--- src/rtl/player_ctrl_pkg.sv ---
// Shared game constants and the player FSM state encoding used by the
// player controller and its helpers.
package player_ctrl_pkg;

    localparam int COLS          = 20;
    localparam int ROWS          = 15;
    localparam int SHIP_ROW      = 14;
    localparam int SHIP_HOME     = 5;
    localparam int MISSILE_START = 13;

    localparam logic [1:0] ST_RESPAWN   = 2'd0;
    localparam logic [1:0] ST_ALIVE     = 2'd1;
    localparam logic [1:0] ST_DYING     = 2'd2;
    localparam logic [1:0] ST_GAME_OVER = 2'd3;

    typedef enum logic [1:0] {
        RESPAWN   = ST_RESPAWN,
        ALIVE     = ST_ALIVE,
        DYING     = ST_DYING,
        GAME_OVER = ST_GAME_OVER
    } state_t;

endpackage

--- src/rtl/player_ctrl_tick_div.sv ---
// Frame-tick divider: strobes on every N-th tick. A clear restarts the count,
// and a tick arriving with the clear is counted as the first tick after it.
module tick_div #(
    parameter int N = 8,
    parameter int W = $clog2(N + 1)
) (
    input  logic dclk,
    input  logic reset,
    input  logic clr,
    input  logic tick,
    output logic strobe
);

    logic [W-1:0] cnt;
    logic [W-1:0] base;

    always_comb begin
        base   = clr ? '0 : cnt;
        strobe = tick && (base == W'(N - 1));
    end

    always_ff @(posedge dclk) begin
        if (reset)
            cnt <= '0;
        else if (tick)
            cnt <= strobe ? '0 : base + W'(1);
        else
            cnt <= base;
    end

endmodule

--- src/rtl/player_ctrl.sv ---
// Player ship/missile sequencer: rate-limited ship moves, the single player
// missile, and the lives / death / respawn / game-over state machine.
module player_ctrl
    import player_ctrl_pkg::*;
#(
    parameter int MOVE_DIV    = 8,
    parameter int SHOT_DIV    = 2,
    parameter int NUM_LIVES   = 3,
    parameter int EXPLODE_TKS = 16
) (
    input  logic       dclk,
    input  logic       reset,
    input  logic       tick,
    input  logic       btn_left,
    input  logic       btn_right,
    input  logic       btn_fire,
    input  logic [4:0] posH,
    input  logic       ship_hit,
    input  logic       missile_hit,
    output logic       ship_left,
    output logic       ship_right,
    output logic       ship_enable,
    output logic       ship_clr,
    output logic       missile_on,
    output logic [4:0] missile_col,
    output logic [3:0] missile_row,
    output logic       score_inc,
    output logic [1:0] lives,
    output logic       exploding,
    output logic       game_over
);

    localparam int DW = $clog2(EXPLODE_TKS + 1);

    state_t         state, state_n;
    logic [1:0]     lives_n;
    logic           missile_on_n;
    logic [3:0]     missile_row_n;
    logic [4:0]     missile_col_n;
    logic           score_n;
    logic [DW-1:0]  die_cnt, die_cnt_n, die_sum;
    logic           fire_q, fire_rise, fire_accept;
    logic           alive;
    logic           move_strobe, shot_strobe;

    assign alive       = (state == ALIVE);
    assign fire_rise   = btn_fire && !fire_q;
    assign fire_accept = alive && fire_rise && !missile_on && !ship_hit;

    tick_div #(.N(MOVE_DIV)) u_move_div (
        .dclk   (dclk),
        .reset  (reset),
        .clr    (!alive),
        .tick   (tick),
        .strobe (move_strobe)
    );

    tick_div #(.N(SHOT_DIV)) u_shot_div (
        .dclk   (dclk),
        .reset  (reset),
        .clr    ((state == RESPAWN) || fire_accept),
        .tick   (tick),
        .strobe (shot_strobe)
    );

    always_ff @(posedge dclk) begin
        if (reset)
            state <= RESPAWN;
        else
            state <= state_n;
    end

    // Outside DYING the explosion counter is preloaded so an entry-edge tick counts.
    always_comb begin
        state_n       = state;
        lives_n       = lives;
        missile_on_n  = missile_on;
        missile_row_n = missile_row;
        missile_col_n = missile_col;
        score_n       = 1'b0;
        die_sum       = die_cnt + DW'(tick);
        die_cnt_n     = tick ? DW'(1) : '0;

        unique case (state)
            RESPAWN: state_n = ALIVE;
            ALIVE: begin
                if (ship_hit) begin
                    state_n = DYING;
                    lives_n = (lives != 2'd0) ? lives - 2'd1 : 2'd0;
                end
            end
            DYING: begin
                die_cnt_n = die_sum;
                if (die_sum >= DW'(EXPLODE_TKS))
                    state_n = (lives == 2'd0) ? GAME_OVER : RESPAWN;
            end
            GAME_OVER: begin
                if (fire_rise) begin
                    lives_n = 2'(NUM_LIVES);
                    state_n = RESPAWN;
                end
            end
            default: state_n = RESPAWN;
        endcase

        // A hit outranks a same-cycle row step, so the row is left where it was.
        if (missile_on) begin
            if (missile_hit) begin
                missile_on_n = 1'b0;
                score_n      = 1'b1;
            end else if (shot_strobe) begin
                if (missile_row == 4'd0)
                    missile_on_n = 1'b0;
                else
                    missile_row_n = missile_row - 4'd1;
            end
        end else if (fire_accept) begin
            missile_on_n  = 1'b1;
            missile_row_n = 4'(MISSILE_START);
            missile_col_n = posH;
        end

        if (alive && ship_hit)
            missile_on_n = 1'b0;
    end

    always_ff @(posedge dclk) begin
        if (reset) begin
            lives       <= 2'(NUM_LIVES);
            missile_on  <= 1'b0;
            missile_row <= 4'd0;
            missile_col <= 5'd0;
            score_inc   <= 1'b0;
            die_cnt     <= '0;
            fire_q      <= 1'b0;
            ship_clr    <= 1'b0;
            ship_enable <= 1'b0;
            ship_left   <= 1'b0;
            ship_right  <= 1'b0;
            exploding   <= 1'b0;
            game_over   <= 1'b0;
        end else begin
            lives       <= lives_n;
            missile_on  <= missile_on_n;
            missile_row <= missile_row_n;
            missile_col <= missile_col_n;
            score_inc   <= score_n;
            die_cnt     <= die_cnt_n;
            fire_q      <= btn_fire;
            ship_clr    <= (state_n != RESPAWN);
            ship_enable <= alive && move_strobe;
            ship_left   <= alive && btn_left && !btn_right;
            ship_right  <= alive && btn_right && !btn_left;
            exploding   <= (state_n == DYING);
            game_over   <= (state_n == GAME_OVER);
        end
    end

endmodule

--- config.mk ---
export PLATFORM = sky130hd
export DESIGN_NAME = player_ctrl
export DESIGN_NICKNAME = d
export VERILOG_FILES = /design/src/rtl/player_ctrl_pkg.sv /design/src/rtl/player_ctrl_tick_div.sv /design/src/rtl/player_ctrl.sv
export SDC_FILE = /design/constraint.sdc
export NUM_CORES = 1
export LEC_CHECK = 0
export ABC_CLOCK_PERIOD_IN_PS = 2700
export CAP_MARGIN = 10
export CELL_PAD_IN_SITES_DETAIL_PLACEMENT = 0
export CELL_PAD_IN_SITES_GLOBAL_PLACEMENT = 1
export CORE_MARGIN = 3
export CORE_UTILIZATION = 39
export CTS_BUF_LIST = sky130_fd_sc_hd__clkbuf_2
export CTS_CLUSTER_DIAMETER = 120
export CTS_CLUSTER_SIZE = 14
export DETAILED_ROUTE_END_ITERATION = 16
export PLACE_DENSITY = 0.82
export SYNTH_ARGS = -nofsm -noshare
export SYNTH_HDL_FRONTEND = slang
export SYNTH_HIERARCHICAL = 1
export SYNTH_SLANG_ARGS = --single-unit
--- constraint.sdc ---
create_clock -name dclk -period 2.7 [get_ports dclk]
set_input_delay 0.54 -clock dclk [delete_from_list [all_inputs] [get_ports dclk]]
set_output_delay 0.54 -clock dclk [all_outputs]
set_load 0.005 [all_outputs]
==> metrics, run 1 <==
status=complete, no violations; Pleak=0.000709 uW; Area growth syn-to-layout=26.9%; final net count=207; met3 Usage GRT=6.16%; RSZ-0062 raised after global routing=false; worst hold stages=2; count of boundary I/O pins=32; CTS tree=yes; Fill cells=325; Via density=just over 5; WP data required=~3.0 ns; worst hold path class=reg2reg; Worst-path clk slew=0.14 ns; Tcrit/Tclk final=83.4%; R2R Path End=missile_row[1]$_SDFFE_PP0P_; cells along the critical path=clkdlybuf4s50_1, or4_4, o21ai_1, nor3_1, o21ai_1, or4b_1, a31oi_1; Setup crit start kind=input pin; global route hottest layer=met2; EDFF count, synth=0; layout cells sized above 1=between 10% and 20%; FF-to-FF Start=state[1]$_SDFF_PP0_; min cycle time layout=2.25 ns; Max Slew Vio Count=0; Starting DRT DRC Count=40; IO buf count=31; Routed WL per cell=13.0 um; Final Power=874 uW; end of the worst hold path=missile_col[3]$_SDFFE_PP0P_; CP Buf/Inv Count=1; antenna violations before repair=0; global route overflow=0; synthesized area=1470 um^2; drt drc=0; cell at the root of the clock tree=clkbuf_2; syn avg cell area=between 9 and 10 um^2; Hold Fails Final Rpt=0; Fin Setup TNS=0 ns; largest net degree at the start of global routing=21; sequential share of the synthesized area=44.9%; maxcap violations=0; Die Y=67.5 um; Reg2Reg Depth=7; post_cts resized=0; Core Region=3490 um^2; worst hold margin=~0.46 ns; post-DP HPWL=around 2300 um; slowest CP cell=clkdlybuf4s50_1; Most used DFF post-synth=dfxtp_1; met2 GRT Util=27.2%; vias in the first global route=roughly 1.2k; reg2reg setup slack=0.47 ns; cell mode on critical path=o21ai_1; total die area=4550 um^2; CP max stage delay=about 0.56 ns; CP Capture Type=flip-flop; Worst Path Max Fanout=3; Power per Cell Area=468 nW/um^2; Setup Crit Path Kind=in2reg; delay-heaviest family, CP=simple AND/OR/NAND/NOR gates; clock buffer count from CTS=5; worst-margin pin slew=0.426 ns; distinct cell type count of the synthesized netlist=46; Peak supply drop=0.379 mV; Setup Buffers After CTS=0; synth warn=6; Synthesized Nets=170; DR vias=1214; routed wire length=3060 um; diode count=0; largest area contributor in the netlist=dfxtp_1; # clock sinks=33; drt pass-1 iters=4; Synth top area share=44.9%; Setup Viol. Count Final=0; first-pass GRT wire length=5350 um; Antenna Nets Post-Route=0; normalized max-slew margin=71.4%; HP Start=missile_col[3]$_SDFFE_PP0P_; top area cells in the synthesized netlist=dfxtp_1 (45%), nand2_1 (4.6%), ha_1 (4.2%), nor2_1 (3.1%), nor2b_1 (2.5%); H-tree depth reported by CTS=2; asr flop ratio synth=0%; Initial Util=a little over two fifths; Rows=21; hold buffers post-CTS=0; total track usage=15.7%; Arr. time, crit path=2.55 ns; clk buf depth=2; Final Wtd Congestion=0.709; register bit total from synthesis=33; clock latency at the later pin of the worst-skew pair=0.37 ns; Peak Freq=roughly 440 MHz; Clock Skew=~0.014 ns; chip width=67.5 um; met1 Resource Use GR=between 10% and 20%; Cells after Synth=152
-- how the worst max path moves through the flow --
stage / from / to / slack [ns] / depth (start not counted)
6_report: ship_hit / missile_row[1]$_SDFFE_PP0P_ / 0.45 / 7
5_1_grt: state[1]$_SDFF_PP0_ / missile_row[1]$_SDFFE_PP0P_ / 0.28 / 7
4_1_cts: ship_hit / missile_row[1]$_SDFFE_PP0P_ / 0.49 / 7
3_5_place_dp: ship_hit / missile_row[1]$_SDFFE_PP0P_ / 0.09 / 7
3_3_place_gp: ship_hit / missile_row[1]$_SDFFE_PP0P_ / 0.17 / 7
2_1_floorplan: btn_fire / missile_row[1]$_SDFFE_PP0P_ / 0.58 / 8
-- power by group --
part / switching, uW / total [uW] / internal (uW)
combinational: 56.9 / 126 / 69.4
clock: 160 / 225 / 65.0
sequential: 17.2 / 523 / 506
total: 234 / 874 / 640
-- cell type report --
type	instances	area [um^2]	area share, %
Timing Repair Buffer	35	340	18.2
Inverter	5	18.8	1.00
Clock inverter	2	10.0	0.535
Clock buffer	6	30.0	1.61
Tap cell	46	57.6	3.08
Multi-Input combinational cell	109	752	40.2
Sequential cell	33	661	35.3
-- registers in the layout, summed over array words and instances, names as in the netlist, 2 cells and up --
register        flops
die_cnt             5
missile_col         5
missile_row         4
u_move_div/cnt      4
lives               2
state               2
u_shot_div/cnt      2
-- placed cells by master (no fill, tap or decap), drive strengths merged, types with 2 or more instances in the layout --
master,count
xor2,3
a21oi,7
clkdlybuf4s50,31
ha,5
o21ai,5
or3,2
nor4b,3
xnor2,4
nand2,18
nor2b,7
nor2,12
nor4,3
clkbuf,6
nor3b,2
a31oi,3
clkinv,2
mux2i,3
buf,4
and2b,2
nor3,2
nand3,2
inv,5
and3,4
nand2b,6
dfxtp,33
-- routing by layer --
metal  part of all wire (%)  wire length [um]
met3                    6.8               207
met5                      0                 0
met4                    1.3                40
met1                     42              1290
met2                     50              1520
-- Yosys cell counts (2+ instances only) --
cell type and number:
nand2b_1 4, nor2b_1 6, nor2_1 12, dfxtp_1 33, and2b_1 2, nand2b_4 2
a21oi_1 7, mux2i_1 3, nor4b_1 3, a31oi_1 3, nand2_1 18, buf_6 3
or3_1 2, inv_1 5, xor2_1 3, nand3_1 2, and3_1 4, nor3b_1 2
ha_1 5, o21ai_0 3, o21ai_1 2, xnor2_1 4
-- tightest hold or removal path, stage by stage (launching register included) --
cell and delay, ns:
dfxtp_1 0.34, nand2_1 0.05, a21oi_1 0.05
-- through the flow --
stage                     area, um^2  std cells  setup WS (ns)  util (%)
after detailed placement        1830        228         0.0886      52.3
final                           1870        236          0.447      53.5
after global routing            1870        236          0.282      53.5
after floorplan                 1470        152          0.578         -
after global placement          1830        228          0.170      52.3
after CTS                       1870        236          0.494      53.5
-- cells by family after synthesis --
| logic type | synth area share [%] |
|---|---|
| xor gates and xnor gates | 4.16 |
| AOI/OAI and AO/OA | 10.6 |
| DFF | 44.9 |
| buffers and inverters | 4.08 |
| muxes | 3.06 |
| adders and majority gates | 4.25 |
| and+or+nand+nor | 29.0 |
No activity file was read; power rests on OpenSTA's default activity.
==> inputs of run 2 (changes only) <==
Settings changed: ABC_CLOCK_PERIOD_IN_PS 2700 to 1920, CORE_UTILIZATION 39 to 35, PLACE_DENSITY 0.82 to 0.77.
Clock period 2.7 ns to 1.92 ns, I/O delays scaled along.
==> run 2 against run 1 <==
  * Global-route usage shrank 1.4 points
  * Worst hold slack better by 0.0037 ns
  * Sequential share of layout area is 2.1 points lower
  * Cell area grew 6.2%
  * Via count is 0.49% higher
  * Setup slack lost 0.35 ns
  * Wire length increased by 7.0%
  * Sequential power rose by 40%
  * Register-to-register slack got worse by 0.25 ns
  * Combinational power grew 67%
==> metrics, run 2 (synthesized netlist as in run 1, its figures left out) <==
status=complete, no violations (unchanged); CP Capture Type=flip-flop (unchanged); largest registers=die_cnt x5, missile_col x5 (unchanged); WP data required=2.21 ns (was 3.00 ns); Core Region=3850 um^2 (was 3490 um^2); register area=661 um^2 (unchanged); share of total power in sequential cells=51.9% (was 59.8%); Setup Crit Path Kind=in2reg (unchanged); RSZ-0062 raised after global routing=false (unchanged); Hold Fails Final Rpt=0 (unchanged); Area growth syn-to-layout=34.7% (was 26.9%); most frequent cells in the layout=dfxtp_1 (33), clkdlybuf4s50_1 (31), nand2_1 (18) (unchanged); leading cell type in the layout, fill and taps excluded=dfxtp_1 (unchanged); Setup crit start kind=input pin (unchanged); Power per Cell Area=709 nW/um^2 (was 468 nW/um^2); Die Y=70.9 um (was 67.5 um); total track usage=14.3% (was 15.7%); Arr. time, crit path=2.11 ns (was 2.55 ns); drt pass-1 iters=4 (unchanged); chip width=70.9 um (was 67.5 um); # clock sinks=33 (unchanged); Rows=22 (was 21); cell at the root of the clock tree=clkbuf_2 (unchanged); Final Power=1410 uW (was 874 uW); Via density=4.94 (was 5.14); Tcrit/Tclk final=94.7%; multi-input logic area=771 um^2 (was 752 um^2); Worst-path clk slew=0.19 ns (was 0.14 ns); DR vias=1220 (was 1214); Psw=363 uW (was 234 uW); drt drc=0 (unchanged); hold buffers post-CTS=0 (unchanged); clock latency at the later pin of the worst-skew pair=0.39 ns (was 0.37 ns); clk buf depth=2 (unchanged); Worst Path Max Fanout=4 (was 3); IO buf count=31 (unchanged); Pleak=0.000760 uW (was 0.000709 uW); Routed WL per cell=13.3 um (was 13.0 um); CTS tree=yes (unchanged); Initial Util=38.2% (was 42.1%); routed wire length=3270 um (was 3060 um); vias in the first global route=1246 (was 1199); Peak Freq=550 MHz; post-DP HPWL=2490 um (was 2330 um); layout cells sized above 1=17.6% (was 12.6%); Fill cells=380 (was 325); min cycle time layout=1.82 ns; first-pass GRT wire length=5610 um (was 5350 um); Max Slew Vio Count=0 (unchanged); antenna violations before repair=0 (unchanged); clock buffer count from CTS=5 (unchanged); normalized max-slew margin=70.5% (was 71.4%); count of boundary I/O pins=32 (unchanged); post_cts resized=0 (unchanged); Logic pwr share=15.0% (was 14.4%); Peak supply drop=0.391 mV (was 0.379 mV); final net count=216 (was 207); clock share of power=33.1% (was 25.7%); total die area=5020 um^2 (was 4550 um^2); Final Wtd Congestion=0.885 (was 0.709); Starting DRT DRC Count=89 (was 40); final core utilization=51.5% (was 53.5%); Setup Buffers After CTS=0 (unchanged); worst-margin pin slew=0.440 ns (was 0.426 ns); Fin Setup TNS=0 ns (unchanged); Setup Viol. Count Final=0 (unchanged); sw frac=25.8% (was 26.8%); worst hold path class=reg2reg (unchanged); Int Power=1040 uW (was 640 uW); global route overflow=0 (unchanged); H-tree depth reported by CTS=2 (unchanged); maxcap violations=0 (unchanged); largest net degree at the start of global routing=19 (was 21); Clock Skew=0.0228 ns (was 0.0140 ns); Antenna Nets Post-Route=0 (unchanged); diode count=0 (unchanged)
## run 2: critical path, cell delays in order
cell	delay, ns
clkdlybuf4s50_1	0.42
ha_1	0.23
ha_1	0.20
and3_1	0.23
xnor2_1	0.16
o221ai_1	0.32
o21ai_0	0.15
## run 2: cell type report
class | instances | share of cell area (%)
flip-flops and latches | 33 | 33.3
multi-input cells | 109 | 38.8
clock inverters | 3 | 2.08
inverters | 5 | 0.946
clock buffers | 5 | 1.26
repair buffers | 44 | 20.6
well taps | 48 | 3.03
## run 2: power by group through the flow
stage	combinational, uW	clock [uW]	sequential (uW)
detailed placement	210	0	744
global placement	203	0	743
global route	233	505	734
finish	210	466	730
floorplan	107	0	744
CTS	211	481	730
## run 2: per-layer routing
| layer | up-vias | wire length, um | track usage [%] |
|---|---|---|---|
| li1 | 621 | - | - |
| met3 | 8 | 194 | 4.83 |
| met1 | 558 | 1500 | 16.4 |
| met5 | - | 0 | 0 |
| met4 | 0 | 86 | 7.93 |
| met2 | 33 | 1490 | 23.3 |
## run 2: path summary, 6_finish.rpt
| kind | start | slack [ns] | depth (start not counted) | to |
|---|---|---|---|---|
| worst min register to register | missile_col[4]$_SDFFE_PP0P_ | 0.47 | 2 | missile_col[4]$_SDFFE_PP0P_ |
| worst min-delay path | missile_col[4]$_SDFFE_PP0P_ | 0.47 | 2 | missile_col[4]$_SDFFE_PP0P_ |
| worst max register to register | die_cnt[0]$_SDFF_PP0_ | 0.22 | 6 | ship_clr$_SDFF_PP0_ |
| worst max-delay path | tick | 0.10 | 7 | ship_clr$_SDFF_PP0_ |
## run 2: metrics by stage
step	instance area [um^2]	hold slack [ns]	cells	worst slack [ns]
after floorplan	1480	0.453	152	-0.0415
after global placement	1910	0.443	239	-0.284
after detailed placement	1910	0.450	239	-0.349
after CTS	1970	0.471	247	0.0750
after global routing	1980	0.494	247	0.0287
final	1980	0.467	247	0.101
==> inputs of run 3 (changes only) <==
Settings changed: ABC_CLOCK_PERIOD_IN_PS 1920 to 1800, CORE_MARGIN 3 to 8, CORE_UTILIZATION 35 to 39, PLACE_DENSITY 0.77 to 0.82.
Clock period 1.92 ns to 1.8 ns, I/O delays scaled along.
==> run 3 against run 2 <==
  * Wire length increased by 0.92%
  * Clock skew decreased by 0.0060 ns
  * Cell area unchanged
  * Highest routed layer unchanged
==> metrics, run 3 (synthesized netlist as in run 1, its figures left out) <==
status=complete, no violations (unchanged); worst slack at placement=-0.440 ns (was -0.349 ns); min cycle time layout=approximately 1.7 ns; normalized max-slew margin=78.2% (was 70.5%); Hold Fails Final Rpt=0 (unchanged); hold buffers post-CTS=0 (unchanged); Setup Buffers After CTS=0 (unchanged); Peak supply drop=0.424 mV (was 0.391 mV); Routed WL per cell=13.4 um (was 13.3 um); clock share of power=25.2% (was 33.1%); post-DP HPWL=2480 um (was 2490 um); CTS tree=yes (unchanged); WP data required=2.12 ns (was 2.21 ns); total die area=6000 um^2 (was 5020 um^2); worst-margin pin slew=0.326 ns (was 0.440 ns); Worst-path clk slew=0.17 ns (was 0.19 ns); vias in the first global route=1303 (was 1246); worst setup path endpoint=missile_row[3]$_SDFFE_PP0P_ (was ship_clr$_SDFF_PP0_); Int Power=971 uW (was 1040 uW); share of total power in sequential cells=57.9% (was 51.9%); Die Y=77.5 um (was 70.9 um); most frequent cells in the layout=clkdlybuf4s50_1 (29), dfxtp_1 (27), nand2_1 (18) (was dfxtp_1 (33), clkdlybuf4s50_1 (31), nand2_1 (18)); Final Wtd Congestion=0.766 (was 0.885); Worst Path Max Fanout=6 (was 4); Logic pwr share=16.8% (was 15.0%); FF-to-FF Start=state[1]$_SDFF_PP0_ (was die_cnt[0]$_SDFF_PP0_); # clock sinks=33 (unchanged); Setup Crit Path Kind=reg2reg (was in2reg); Antenna Nets Post-Route=0 (unchanged); worst hold stages=3 (was 2); final core utilization=54.6% (was 51.5%); cell at the root of the clock tree=clkbuf_2 (unchanged); CP Capture Type=flip-flop (unchanged); largest net degree at the start of global routing=14 (was 19); largest registers=die_cnt x5, missile_col x5 (unchanged); Peak Freq=581 MHz; final net count=216 (unchanged); Pleak=0.000779 uW (was 0.000760 uW); reg2reg setup slack=0.08 ns (was 0.22 ns); Setup Viol. Count Final=0 (unchanged); total track usage=11.5% (was 14.3%); leading cell type in the layout, fill and taps excluded=clkdlybuf4s50_1 (was dfxtp_1); H-tree depth reported by CTS=2 (unchanged); Area growth syn-to-layout=34.7% (unchanged); Final WS setup=0.0790 ns (was 0.101 ns); maxcap violations=0 (unchanged); Core Region=3630 um^2 (was 3850 um^2); chip width=77.5 um (was 70.9 um); Rows=22 (unchanged); clk buf depth=2 (unchanged); Arr. time, crit path=2.04 ns (was 2.11 ns); drt drc=0 (unchanged); diode count=0 (unchanged); sw frac=28.1% (was 25.8%); Psw=379 uW (was 363 uW); worst hold path class=in2reg (was reg2reg); clock latency at the later pin of the worst-skew pair=0.38 ns (was 0.39 ns); first-pass GRT wire length=5730 um (was 5610 um); global route overflow=0 (unchanged); layout cells sized above 1=20.6% (was 17.6%); Power per Cell Area=681 nW/um^2 (was 709 nW/um^2); drt pass-1 iters=4 (unchanged); Initial Util=40.5% (was 38.2%); Setup crit start kind=flip-flop (was input pin); Max Slew Vio Count=0 (unchanged); IO buf count=31 (unchanged); clock buffer count from CTS=5 (unchanged); antenna violations before repair=0 (unchanged); DR vias=1222 (was 1220); worst setup path startpoint=state[1]$_SDFF_PP0_ (was tick); RSZ-0062 raised after global routing=true (was false); count of boundary I/O pins=32 (unchanged); Reg2Reg Depth=8 (was 6); R2R Path End=missile_row[3]$_SDFFE_PP0P_ (was ship_clr$_SDFF_PP0_); HP Start=tick (was missile_col[4]$_SDFFE_PP0P_); Clock Skew=0.0168 ns (was 0.0228 ns); routed wire length=3300 um (was 3270 um); Via density=4.95 (was 4.94); Tcrit/Tclk final=~96%; Starting DRT DRC Count=62 (was 89)
## run 3: cell count changes in the layout (fill, tap and decap cells not counted), sizes merged
cell	change
clkdlybuf4s50	-2
clkinv	+2
dlymetal6s2s	+2
bufinv	-1
clkinvlp	-1
## run 3: cell type report
cell class | count | area, um^2
fillers | 339 | 1650
multi-input cells | 109 | 785
flip-flops and latches | 33 | 671
repair buffers | 44 | 413
well taps | 48 | 60.1
clock buffers | 5 | 25.0
inverters | 5 | 18.8
clock inverters | 3 | 12.5
## run 3: critical path: stages, from the launching register on
cell	delay (ns)
dfxtp_4	0.42
nand2b_4	0.13
or4_4	0.14
o21ai_4	0.06
nor3_4	0.16
nand2b_1	0.09
nand4b_1	0.19
or3_1	0.35
a31oi_1	0.12
## run 3: metal layers
metal | routed length (um) | part of all wire [%] | vias to the layer above | GRT usage (%)
li1 | - | - | 617 | -
met1 | 1430 | 43 | 569 | 12.2
met2 | 1590 | 48 | 30 | 19.0
met3 | 232 | 7.0 | 6 | 4.26
met4 | 56 | 1.7 | 0 | 6.79
met5 | 0 | 0 | - | 0
## run 3: worst min path at each step
| stage | endpoint |
|---|---|
| after CTS | missile_col[4]$_SDFFE_PP0P_ |
| final | die_cnt[0]$_SDFF_PP0_ |
| after detailed placement | missile_col[4]$_SDFFE_PP0P_ |
| after global routing | die_cnt[0]$_SDFF_PP0_ |
| after floorplan | u_move_div/cnt[0]$_SDFF_PP0_ |
| after global placement | missile_col[1]$_SDFFE_PP0P_ |
## run 3: power groups by stage
stage | clock network (uW) | logic (uW) | registers [uW]
global placement | 0 | 219 | 796
floorplan | 0 | 117 | 794
detailed placement | 0 | 224 | 797
finish | 341 | 227 | 783
global route | 376 | 250 | 788
CTS | 363 | 227 | 782
## run 3: stage by stage
step	cells	total power [uW]	hold slack [ns]	setup TNS, ns	cell area (um^2)
after detailed placement	239	1020	0.448	-3.89	1920
after floorplan	152	911	0.432	-0.128	1490
after global placement	239	1010	0.441	-3.09	1920
final	247	1350	0.345	0	1980
after CTS	247	1370	0.469	0	1970
after global routing	247	1410	0.386	-0.0235	1980
## run 3: repair_timing
| action | in CTS | in global routing |
|---|---|---|
| gates resized for setup | 2 | 7 |
| endpoints found under the setup margin | 2 | 10 |
| gates cloned | 0 | 0 |
| pin swaps | 0 | 1 |
==> RTL edit: new RTL, settings of run 3 <==
The parameter `SHOT_DIV` goes from 2 to 4.
--- a/src/rtl/player_ctrl.sv
+++ b/src/rtl/player_ctrl.sv
@@ -5,5 +5,5 @@
 #(
     parameter int MOVE_DIV    = 8,
-    parameter int SHOT_DIV    = 2,
+    parameter int SHOT_DIV    = 4,
     parameter int NUM_LIVES   = 3,
     parameter int EXPLODE_TKS = 16
Function: changed (Yosys sat finds a counterexample within 4 cycles, from zero or initial values and one cycle with reset high).
==> RTL edit against run 3 <==
  * The flow now finishes with violations (setup timing)
  * Sequential share of layout area is 1.6 points lower
  * Routed wire length rose by 9.5%
  * Sequential power is 2.6% higher
  * Via count rose by 6.2%
  * Total power is 2.5% higher
  * Synthesized area is 4.2% higher
  * Clock power down 1%
  * Final area up 7.4%
  * Sequential cell count increased by 1
  * Setup slack lost 0.45 ns
  * Clock skew grew 0.00090 ns
  * Critical path type is now in2reg
  * Critical endpoint is now missile_row[1]
  * Highest routed layer unchanged
==> RTL edit: results (changes against run 3) <==
| Metric | Value |
|---|---|
| CP startpoint | `ship_hit` |
| First-pass GRT wire length | `5595 um (-2.4%)` |
| Reg2Reg Setup Slack | `-0.36 ns (-0.44 ns)` |
| Placed Instances | `247 (+3.3%)` |
| Relative slew slack | `0.8093 (+0.02706)` |
| HP Class | `in2reg` |
| Yosys top cell area share | `0.4434 (-0.005240)` |
| Initial antenna violation count | `0 (unchanged)` |
| Largest stage delay on the critical path | `0.55 ns (+0.13 ns)` |
| Yosys warning total | `6 (unchanged)` |
| Final setup TNS | `-1.861 ns (-1.861 ns)` |
| WHS Path Cells | `2 (-1)` |
| XOR/XNOR Fraction of Synth Area | `0.04564 (+0.004009)` |
| Worst Skew | `0.01773 ns (+0.0008953 ns)` |
| WHS Endpoint | `fire_q` |
| Avg WL per Cell | `13.96 um (+4.4%)` |
| Pre-CTS setup slack | `-0.7820 ns (-0.3420 ns)` |
| Async set or reset register ratio after synthesis | `0 (unchanged)` |
| GR met1 Demand/Resource | `0.1211 (-0.001346)` |
| Final setup margin | `-0.3745 ns (-0.4536 ns)` |
| Area contributors post-synth | `dfxtp_1 (44%), ha_1 (4.9%), nand2_1 (4.2%)` |
| Seq/Total Area, Yosys | `0.4434 (-0.005240)` |
| Met3 Track Usage GR | `0.04402 (+0.001391)` |
| DRT Wirelength | `3616 um (+9.5%)` |
| CP max-delay cell | `or4_4` |
| Met2 GRT Util | `0.1947 (+0.004302)` |
| Gpl congestion | `0.8047 (+5.1%)` |
| Nets | `228 (+5.6%)` |
| CTS Buffer Depth | `2 (unchanged)` |
| Synth Instances | `155 (+2.0%)` |
| Adder-Cell Fraction of Synth Area | `0.04890 (+0.006419)` |
| Post-synthesis mux area share | `0.02608 (-0.004506)` |
| Share of layout cells above drive strength 1 | `0.2727 (+0.06670)` |
| Hold path start | `btn_fire` |
| Total CTS buffers | `5 (unchanged)` |
| DP Wirelength | `2575 um (+4.0%)` |
| Synth Area in Compound Gates | `0.1068 (+0.0005623)` |
| Yosys cell types | `46 (unchanged)` |
| Syn Nets | `174 (+2.4%)` |
| Crit path capture | `missile_row[1]` |
| Delay-heaviest family, CP | `simple AND/OR/NAND/NOR gates` |
| Final setup violation count | `8 (+8)` |
| Placed inst area | `2009 um2 (+4.6%)` |
| First drt pass iteration count | `4 (unchanged)` |
| Crit path max fanout | `4 (-2)` |
| Vias in the first global route | `1255 (-3.7%)` |
| Data arrival, critical path | `2.48 ns (+0.44 ns)` |
| Largest net degree at the start of global routing | `26 (+12)` |
| Failing checks | `setup timing` |
| IO buf count | `31 (unchanged)` |
| Status | `finished, violations left` |
| Initial detailed-routing violation count | `57 (-8.1%)` |
| Peak VDD IR | `415.4 uV (-2.1%)` |
| Worst skew pair latency | `0.36 ns (-0.02 ns)` |
| Fin Hold WS | `0.4130 ns (+0.06840 ns)` |
| List of most frequent post-synthesis cells | `dfxtp_1 (34), nand2_1 (17), nor2_1 (11), a21oi_1 (7), ha_1 (6)` |
| Pleak | `0.8192 nW (+5.2%)` |
| Total track usage | `0.1113 (-0.003423)` |
| Vias per cell | `5.012 (+1.3%)` |
-- RTL edit: timing repair --
item	CTS	global route
gates resized for setup	4	9
gates cloned	0	0
pin swaps	5	6
buffers inserted	2	3
endpoints found under the setup margin	6	12
-- RTL edit: area by class of cell --
class                   count  area, um2
multi-input cells         111      863.3
repair buffers             52      466.7
well taps                  50      62.56
inverters                   5      18.77
flip-flops and latches     34      685.7
fillers                   358       1753
clock buffers               7      35.03
-- RTL edit: per-layer routing --
| layer | share of wire | vias up |
|---|---|---|
| met5 | 0 | - |
| met4 | 0.015 | 0 |
| met3 | 0.047 | 4 |
| met2 | 0.52 | 20 |
| met1 | 0.41 | 629 |
| li1 | - | 645 |
-- RTL edit: report_power, final --
part	switching, mW	total (mW)	internal [mW]
Sequential	0.0193	0.803	0.784
Clock	0.235	0.336	0.101
Combinational	0.108	0.245	0.136
Total	0.363	1.38	1.02
